==> src/rtl/juego_pkg.sv <==
// ----------------------------------------------------------------------------
// juego_pkg
// Shared definitions for the player-control logic:
//   - estado_t        : movement FSM state encoding
//   - DEBOUNCE_CYCLES_DEF / STEP_PERIOD_DEF : default timing constants
//   - ACCEL_STEPS     : consecutive issued steps before the interval halves
//                       (only used when CONTROL_JUGADOR_ACCEL_EN is defined)
//   - es_move()       : true for the two moving states
// ----------------------------------------------------------------------------
package juego_pkg;

    typedef enum logic [1:0] {
        IDLE     = 2'd0,
        MOVE_IZQ = 2'd1,
        MOVE_DER = 2'd2,
        LOCK     = 2'd3
    } estado_t;

    localparam int DEBOUNCE_CYCLES_DEF = 250000;
    localparam int STEP_PERIOD_DEF     = 833333;
    localparam int ACCEL_STEPS         = 8;

    function automatic logic es_move(input estado_t s);
        return (s == MOVE_IZQ) || (s == MOVE_DER);
    endfunction

endpackage

==> src/rtl/antirrebote.sv <==
// ----------------------------------------------------------------------------
// antirrebote
// Two-flop synchronizer followed by a debounce counter for one push-button.
// The debounced level only changes after the synchronized level has differed
// from it for DEBOUNCE_CYCLES consecutive cycles.
// Ports:
//   clk      in  system clock
//   reset_n  in  asynchronous active-low reset (clears everything to 0)
//   btn_in   in  raw button, asynchronous to clk
//   btn_out  out debounced, synchronized level
// ----------------------------------------------------------------------------
module antirrebote
    import juego_pkg::*;
#(
    parameter int DEBOUNCE_CYCLES = DEBOUNCE_CYCLES_DEF
) (
    input  logic clk,
    input  logic reset_n,
    input  logic btn_in,
    output logic btn_out
);

    localparam int CW = (DEBOUNCE_CYCLES > 1) ? $clog2(DEBOUNCE_CYCLES + 1) : 1;
    localparam logic [CW-1:0] CNT_MAX = CW'(DEBOUNCE_CYCLES - 1);

    logic          sync1_q, sync1_d;
    logic          sync2_q, sync2_d;
    logic          deb_q,   deb_d;
    logic [CW-1:0] cnt_q,   cnt_d;

    always_comb begin
        sync1_d = btn_in;
        sync2_d = sync1_q;
        deb_d   = deb_q;
        cnt_d   = '0;
        // Any cycle where the synchronized level matches the accepted one
        // restarts the qualification window.
        if (sync2_q != deb_q) begin
            if (cnt_q == CNT_MAX) begin
                deb_d = sync2_q;
            end else begin
                cnt_d = cnt_q + 1'b1;
            end
        end
    end

    always_ff @(posedge clk or negedge reset_n) begin
        if (!reset_n) begin
            sync1_q <= 1'b0;
            sync2_q <= 1'b0;
            deb_q   <= 1'b0;
            cnt_q   <= '0;
        end else begin
            sync1_q <= sync1_d;
            sync2_q <= sync2_d;
            deb_q   <= deb_d;
            cnt_q   <= cnt_d;
        end
    end

    assign btn_out = deb_q;

endmodule

==> src/rtl/control_jugador.sv <==
// ----------------------------------------------------------------------------
// control_jugador
// Turns the left/right push-buttons into registered one-cycle step pulses for
// the player block. Entering a move state issues a step immediately; holding
// the button repeats it every STEP_PERIOD cycles. A step is only emitted if
// the player has room in that direction, otherwise it is dropped. Pressing
// both buttons locks out movement until both are released.
// Optional feature: define CONTROL_JUGADOR_ACCEL_EN to halve the step interval
// after ACCEL_STEPS consecutive issued steps in the same move state.
// Ports:
//   clk        in  system clock
//   reset_n    in  asynchronous active-low reset
//   btn_izq    in  raw left button
//   btn_der    in  raw right button
//   espacioAb  in  room to move left
//   espacioAr  in  room to move right
//   izq        out one-cycle left step pulse
//   der        out one-cycle right step pulse
//   moving     out high while in MOVE_IZQ or MOVE_DER
// ----------------------------------------------------------------------------
module control_jugador
    import juego_pkg::*;
#(
    parameter int DEBOUNCE_CYCLES = DEBOUNCE_CYCLES_DEF,
    parameter int STEP_PERIOD     = STEP_PERIOD_DEF
) (
    input  logic clk,
    input  logic reset_n,
    input  logic btn_izq,
    input  logic btn_der,
    input  logic espacioAb,
    input  logic espacioAr,
    output logic izq,
    output logic der,
    output logic moving
);

    localparam int PW = $clog2(STEP_PERIOD + 1);
    localparam logic [PW-1:0] FULL_MAX = PW'(STEP_PERIOD - 1);

    logic    deb_izq, deb_der;
    estado_t state_q, state_d;
    logic [PW-1:0] cnt_q, cnt_d;
    logic    izq_q, izq_d;
    logic    der_q, der_d;
    logic    moving_q, moving_d;
    logic    step;
    logic [PW-1:0] limit;

    antirrebote #(.DEBOUNCE_CYCLES(DEBOUNCE_CYCLES)) u_deb_izq (
        .clk     (clk),
        .reset_n (reset_n),
        .btn_in  (btn_izq),
        .btn_out (deb_izq)
    );

    antirrebote #(.DEBOUNCE_CYCLES(DEBOUNCE_CYCLES)) u_deb_der (
        .clk     (clk),
        .reset_n (reset_n),
        .btn_in  (btn_der),
        .btn_out (deb_der)
    );

`ifdef CONTROL_JUGADOR_ACCEL_EN
    localparam int HALF = (STEP_PERIOD / 2 > 0) ? STEP_PERIOD / 2 : 1;
    localparam logic [PW-1:0] HALF_MAX = PW'(HALF - 1);

    logic [3:0] pasos_q, pasos_d;

    assign limit = (pasos_q >= 4'(ACCEL_STEPS)) ? HALF_MAX : FULL_MAX;

    // Counts consecutive issued steps; a dropped step or any state change
    // restarts the run. Saturates once the fast interval is reached.
    always_comb begin
        pasos_d = pasos_q;
        if (state_d != state_q) begin
            pasos_d = (izq_d || der_d) ? 4'd1 : 4'd0;
        end else if (step) begin
            if (izq_d || der_d) begin
                if (pasos_q < 4'(ACCEL_STEPS)) begin
                    pasos_d = pasos_q + 4'd1;
                end
            end else begin
                pasos_d = 4'd0;
            end
        end
    end

    always_ff @(posedge clk or negedge reset_n) begin
        if (!reset_n) begin
            pasos_q <= 4'd0;
        end else begin
            pasos_q <= pasos_d;
        end
    end
`else
    assign limit = FULL_MAX;
`endif

    // Next-state, period counter and registered-output inputs.
    always_comb begin
        state_d = state_q;
        case (state_q)
            IDLE: begin
                if (deb_izq && deb_der)  state_d = LOCK;
                else if (deb_izq)        state_d = MOVE_IZQ;
                else if (deb_der)        state_d = MOVE_DER;
            end
            MOVE_IZQ: begin
                if (!deb_izq)            state_d = IDLE;
                else if (deb_der)        state_d = LOCK;
            end
            MOVE_DER: begin
                if (!deb_der)            state_d = IDLE;
                else if (deb_izq)        state_d = LOCK;
            end
            LOCK: begin
                if (!deb_izq && !deb_der) state_d = IDLE;
            end
            default:                     state_d = IDLE;
        endcase

        step  = 1'b0;
        cnt_d = '0;
        if (state_d != state_q) begin
            // First cycle of a move state always requests a step.
            step = es_move(state_d);
        end else if (es_move(state_q)) begin
            if (cnt_q >= limit) begin
                step = 1'b1;
            end else begin
                cnt_d = cnt_q + 1'b1;
            end
        end

        izq_d    = step && (state_d == MOVE_IZQ) && espacioAb;
        der_d    = step && (state_d == MOVE_DER) && espacioAr;
        moving_d = es_move(state_d);
    end

    always_ff @(posedge clk or negedge reset_n) begin
        if (!reset_n) begin
            state_q  <= IDLE;
            cnt_q    <= '0;
            izq_q    <= 1'b0;
            der_q    <= 1'b0;
            moving_q <= 1'b0;
        end else begin
            state_q  <= state_d;
            cnt_q    <= cnt_d;
            izq_q    <= izq_d;
            der_q    <= der_d;
            moving_q <= moving_d;
        end
    end

    assign izq    = izq_q;
    assign der    = der_q;
    assign moving = moving_q;

endmodule
==> config.mk <==
export PLATFORM = sky130hd
export DESIGN_NAME = control_jugador
export DESIGN_NICKNAME = d
export VERILOG_FILES = /design/src/rtl/juego_pkg.sv /design/src/rtl/antirrebote.sv /design/src/rtl/control_jugador.sv
export SDC_FILE = /design/constraint.sdc
export NUM_CORES = 1
export LEC_CHECK = 0
export ABC_AREA = 0
export BUFFER_PORTS_ARGS = -buffer_cell sky130_fd_sc_hd__buf_2
export CORE_UTILIZATION = 55
export CTS_BUF_LIST = sky130_fd_sc_hd__clkbuf_4 sky130_fd_sc_hd__clkbuf_8 sky130_fd_sc_hd__clkbuf_16
export DETAILED_ROUTE_END_ITERATION = 8
export PLACE_DENSITY = 0.78
export SYNTH_ARGS = -nofsm -noshare
export SYNTH_HDL_FRONTEND = slang
export SYNTH_HIERARCHICAL = 1
export SYNTH_SLANG_ARGS = --single-unit
==> constraint.sdc <==
create_clock -name clk -period 1.88 [get_ports clk]
set_clock_uncertainty 0.05 [all_clocks]
set_input_delay 0.188 -clock clk [delete_from_list [all_inputs] [get_ports clk]]
set_output_delay 0.188 -clock clk [all_outputs]
set_load 0.01 [all_outputs]
==> flow_metrics.tcl <==
set metrics [dict create \
    gr-total-overflow 0 \
    yosysTopAreaCell "dfrtp_1" \
    wl_met3_um 383 \
    wl_um 8390 \
    placed_cells 464 \
    num-fill-cells 398 \
    min_period_over_period_pct 112 \
    clkTransAtPathRegs_ns 0.08 \
    firstDrtPassIters 4 \
    cts_buffers 9 \
    synth_common_cells "dfrtp_1, nor2_1, xnor2_1" \
    synthTopCellsByArea "dfrtp_1, xnor2_1, nor2_1" \
    via_per_inst 5.94 \
    antenna_cells 0 \
    dp_hpwl_um 4900 \
    rr_worst_depth 10 \
    syn_to_final_growth_pct 28.4 \
    dieArea_um2 6810 \
    std_cell_rows 28 \
    synth_top_area_share_pct 47.0 \
    dr_wl_met2_um 4300 \
    setup_viol_count_final 22 \
    min_period_ns 2.11 \
    maxSlewViolCount 0 \
    syn-num-nets 372 \
    nNetsFinal 430 \
    tritoncts "built" \
    drt_iter0_drc 202 \
    grt_pass1_vias 2791 \
    yosysMostFrequentCell "dfrtp_1" \
    synthCells 356 \
    drive_gt1_share_pct 31.0 \
    clockBufferDepth 2 \
    cts_root_buf "clkbuf_8" \
    status "finished, violations left" \
    yosysWarnings 6 \
    r2r_start "state_q[1]" \
    cp_data_arrival_time_ns 2.33 \
    top_layer_used "met4" \
    via_count 2933 \
    max_freq_mhz 473 \
    grtUsageTotal_pct 24.4 \
    synth_edf_count 0 \
    wire_per_inst_um 17.0 \
    hold_path.class "in2reg" \
    drc 0 \
    antenna_left 0 \
    io_pins 9 \
    ys_seq_area_share_pct 47.0 \
    routedLengthMet1_um 3560 \
    clock_sinks 67 \
    finalInstanceArea_um2 4580 \
    p_leak_nw 1.83 \
    total_power_mw 2.81 \
    grt_pass1_wl_um 12400 \
    hold_viol_final 0 \
    core_um2 6100 \
    tightest_slew_ns 0.551 \
    antenna_found_initial 0 \
    relSlewSlack_pct 63.2 \
    rsz0062_at_grt "true" \
    maxCapViolations 0 \
    whs_path_depth 3 \
    synthesis.area_um2 3560 \
    required_ns 2.09 \
    critPathMaxFanout 4 \
    start_util_pct 58.5 \
    end_kind "flip-flop" \
    ys_types 46 \
    place_area_um2 3930 \
    die_y_um 82.5 \
    ir_worst_vdd_v 0.000503 \
    insertion_delay_ns 0.35 \
    gp_routability_congestion 0.803 \
    violations "setup timing" \
    worst_hold_startpoint "espacioAr" \
    async_flop_share_pct 100 \
    fin_setup_tns_ns -2.29 \
    instances_no_fill 494 \
    critPathLaunchType "flip-flop" \
    path_class "reg2reg" \
    ys_dominant_reg_cell "dfrtp_1" \
    die_x_um 82.5 \
    io_buffers 8 \
    grt_max_degree 47 \
    synth-seq-cells 67 \
    power.density_nw_per_um2 615 \
    finalWorstSetupSlack_ns -0.234 \
    cts.htree.levels 3 \
    avgSynthCellArea_um2 10.0 \
    startpoint "state_q[1]" \
]
## kinds of logic after synthesis
group                    synth area share, %
AND/OR/NAND/NOR                         26.5
flip-flops                              47.0
XOR/XNOR                                10.6
AO/OA/AOI/OAI                           8.53
buffers and inverters                   2.67
adder cells (fa/ha/maj)                 3.51
multiplexers                            1.19
## state kept, by name (all words and copies together) (netlist names)
signal             count
cnt_q                 20
der                    1
izq                    1
moving                 1
state_q                2
u_deb_der/btn_out      1
u_deb_der/cnt_q       18
u_deb_der/sync1_q      1
u_deb_der/sync2_q      1
u_deb_izq/btn_out      1
u_deb_izq/cnt_q       18
u_deb_izq/sync1_q      1
u_deb_izq/sync2_q      1
## power breakdown
| part | leakage [nW] | total (mW) | internal, mW | switching (mW) |
|---|---|---|---|---|
| sequential | 0.919 | 1.47 | 1.46 | 0.0150 |
| clock | 0.110 | 1.25 | 0.698 | 0.552 |
| combinational | 0.806 | 0.0938 | 0.0371 | 0.0567 |
| total | 1.83 | 2.81 | 2.19 | 0.624 |
## per-layer routing
| layer | vias to the layer above | track usage, % |
|---|---|---|
| met1 | 1415 | 30.5 |
| met3 | 22 | 5.49 |
| li1 | 1411 | - |
| met2 | 85 | 41.4 |
| met5 | - | 0 |
| met4 | 0 | 9.14 |
## worst paths after layout
path	endpoint	slack [ns]
worst max-delay path	izq	-0.23
min in group asynchronous	u_deb_der/cnt_q[4]	0.31
worst min register to register	u_deb_der/sync2_q	0.30
worst max register to register	izq	-0.23
max in group asynchronous	cnt_q[5]	0.85
worst min-delay path	der	0.09
## worst max-delay path, cell delays in order (launching register included)
cell and delay (ns):
dfrtp_2 0.46, inv_4 0.08, ha_4 0.17, o211ai_1 0.25, nand3_1 0.18, buf_4 0.19, nand2_4 0.06, ha_4 0.12
and3_4 0.16, o211ai_1 0.11, mux2i_1 0.19
## stage by stage
stage | hold slack [ns] | util, % | setup WS, ns
after detailed placement | 0.150 | 64.5 | -0.130
after global routing | 0.0963 | 75.1 | -0.329
after global placement | 0.146 | 64.5 | 0.00669
after floorplan | -0.158 | - | -0.00318
final | 0.0903 | 75.1 | -0.234
after CTS | 0.0465 | 69.6 | -0.0222
## timing repair
item                                    CTS  global route
hold buffers                              3             0
gates resized for setup                  18            48
endpoints found under the setup margin   20            48
hold endpoints to repair                 23             0
cloned                                    0             3
setup buffers                             2             6
pin swaps                                 9            14
## cells in the final DEF (no fill, tap or decap), types with 3 or more instances in the layout
master and n:
a211oi_2 4, a21oi_1 5, a21oi_2 3, and4_1 3
buf_2 8, buf_4 37, buf_6 4, clkbuf_8 11
dfrtp_1 65, dlygate4sd3_1 3, ha_1 3, ha_4 6
inv_1 9, nand2_1 20, nand3_1 22, nand4_1 14
nor2_1 39, nor3_1 6, nor3_2 9, nor3_4 7
nor4_1 17, o211ai_1 4, o21ai_0 7, o31ai_1 3
or3_1 3, or4_1 6, xnor2_1 26, xor2_1 17
## cell type report
| cell class | count | area, µm² | area share [%] |
|---|---|---|---|
| multi-input cells | 268 | 2060 | 45.1 |
| flip-flops and latches | 67 | 1680 | 36.7 |
| repair buffers | 56 | 483 | 10.5 |
| clock buffers | 12 | 159 | 3.47 |
| well taps | 75 | 93.8 | 2.05 |
| inverters | 12 | 50.0 | 1.09 |
| clock inverters | 4 | 48.8 | 1.07 |
Note: power is estimated with default switching activity, not from simulation.
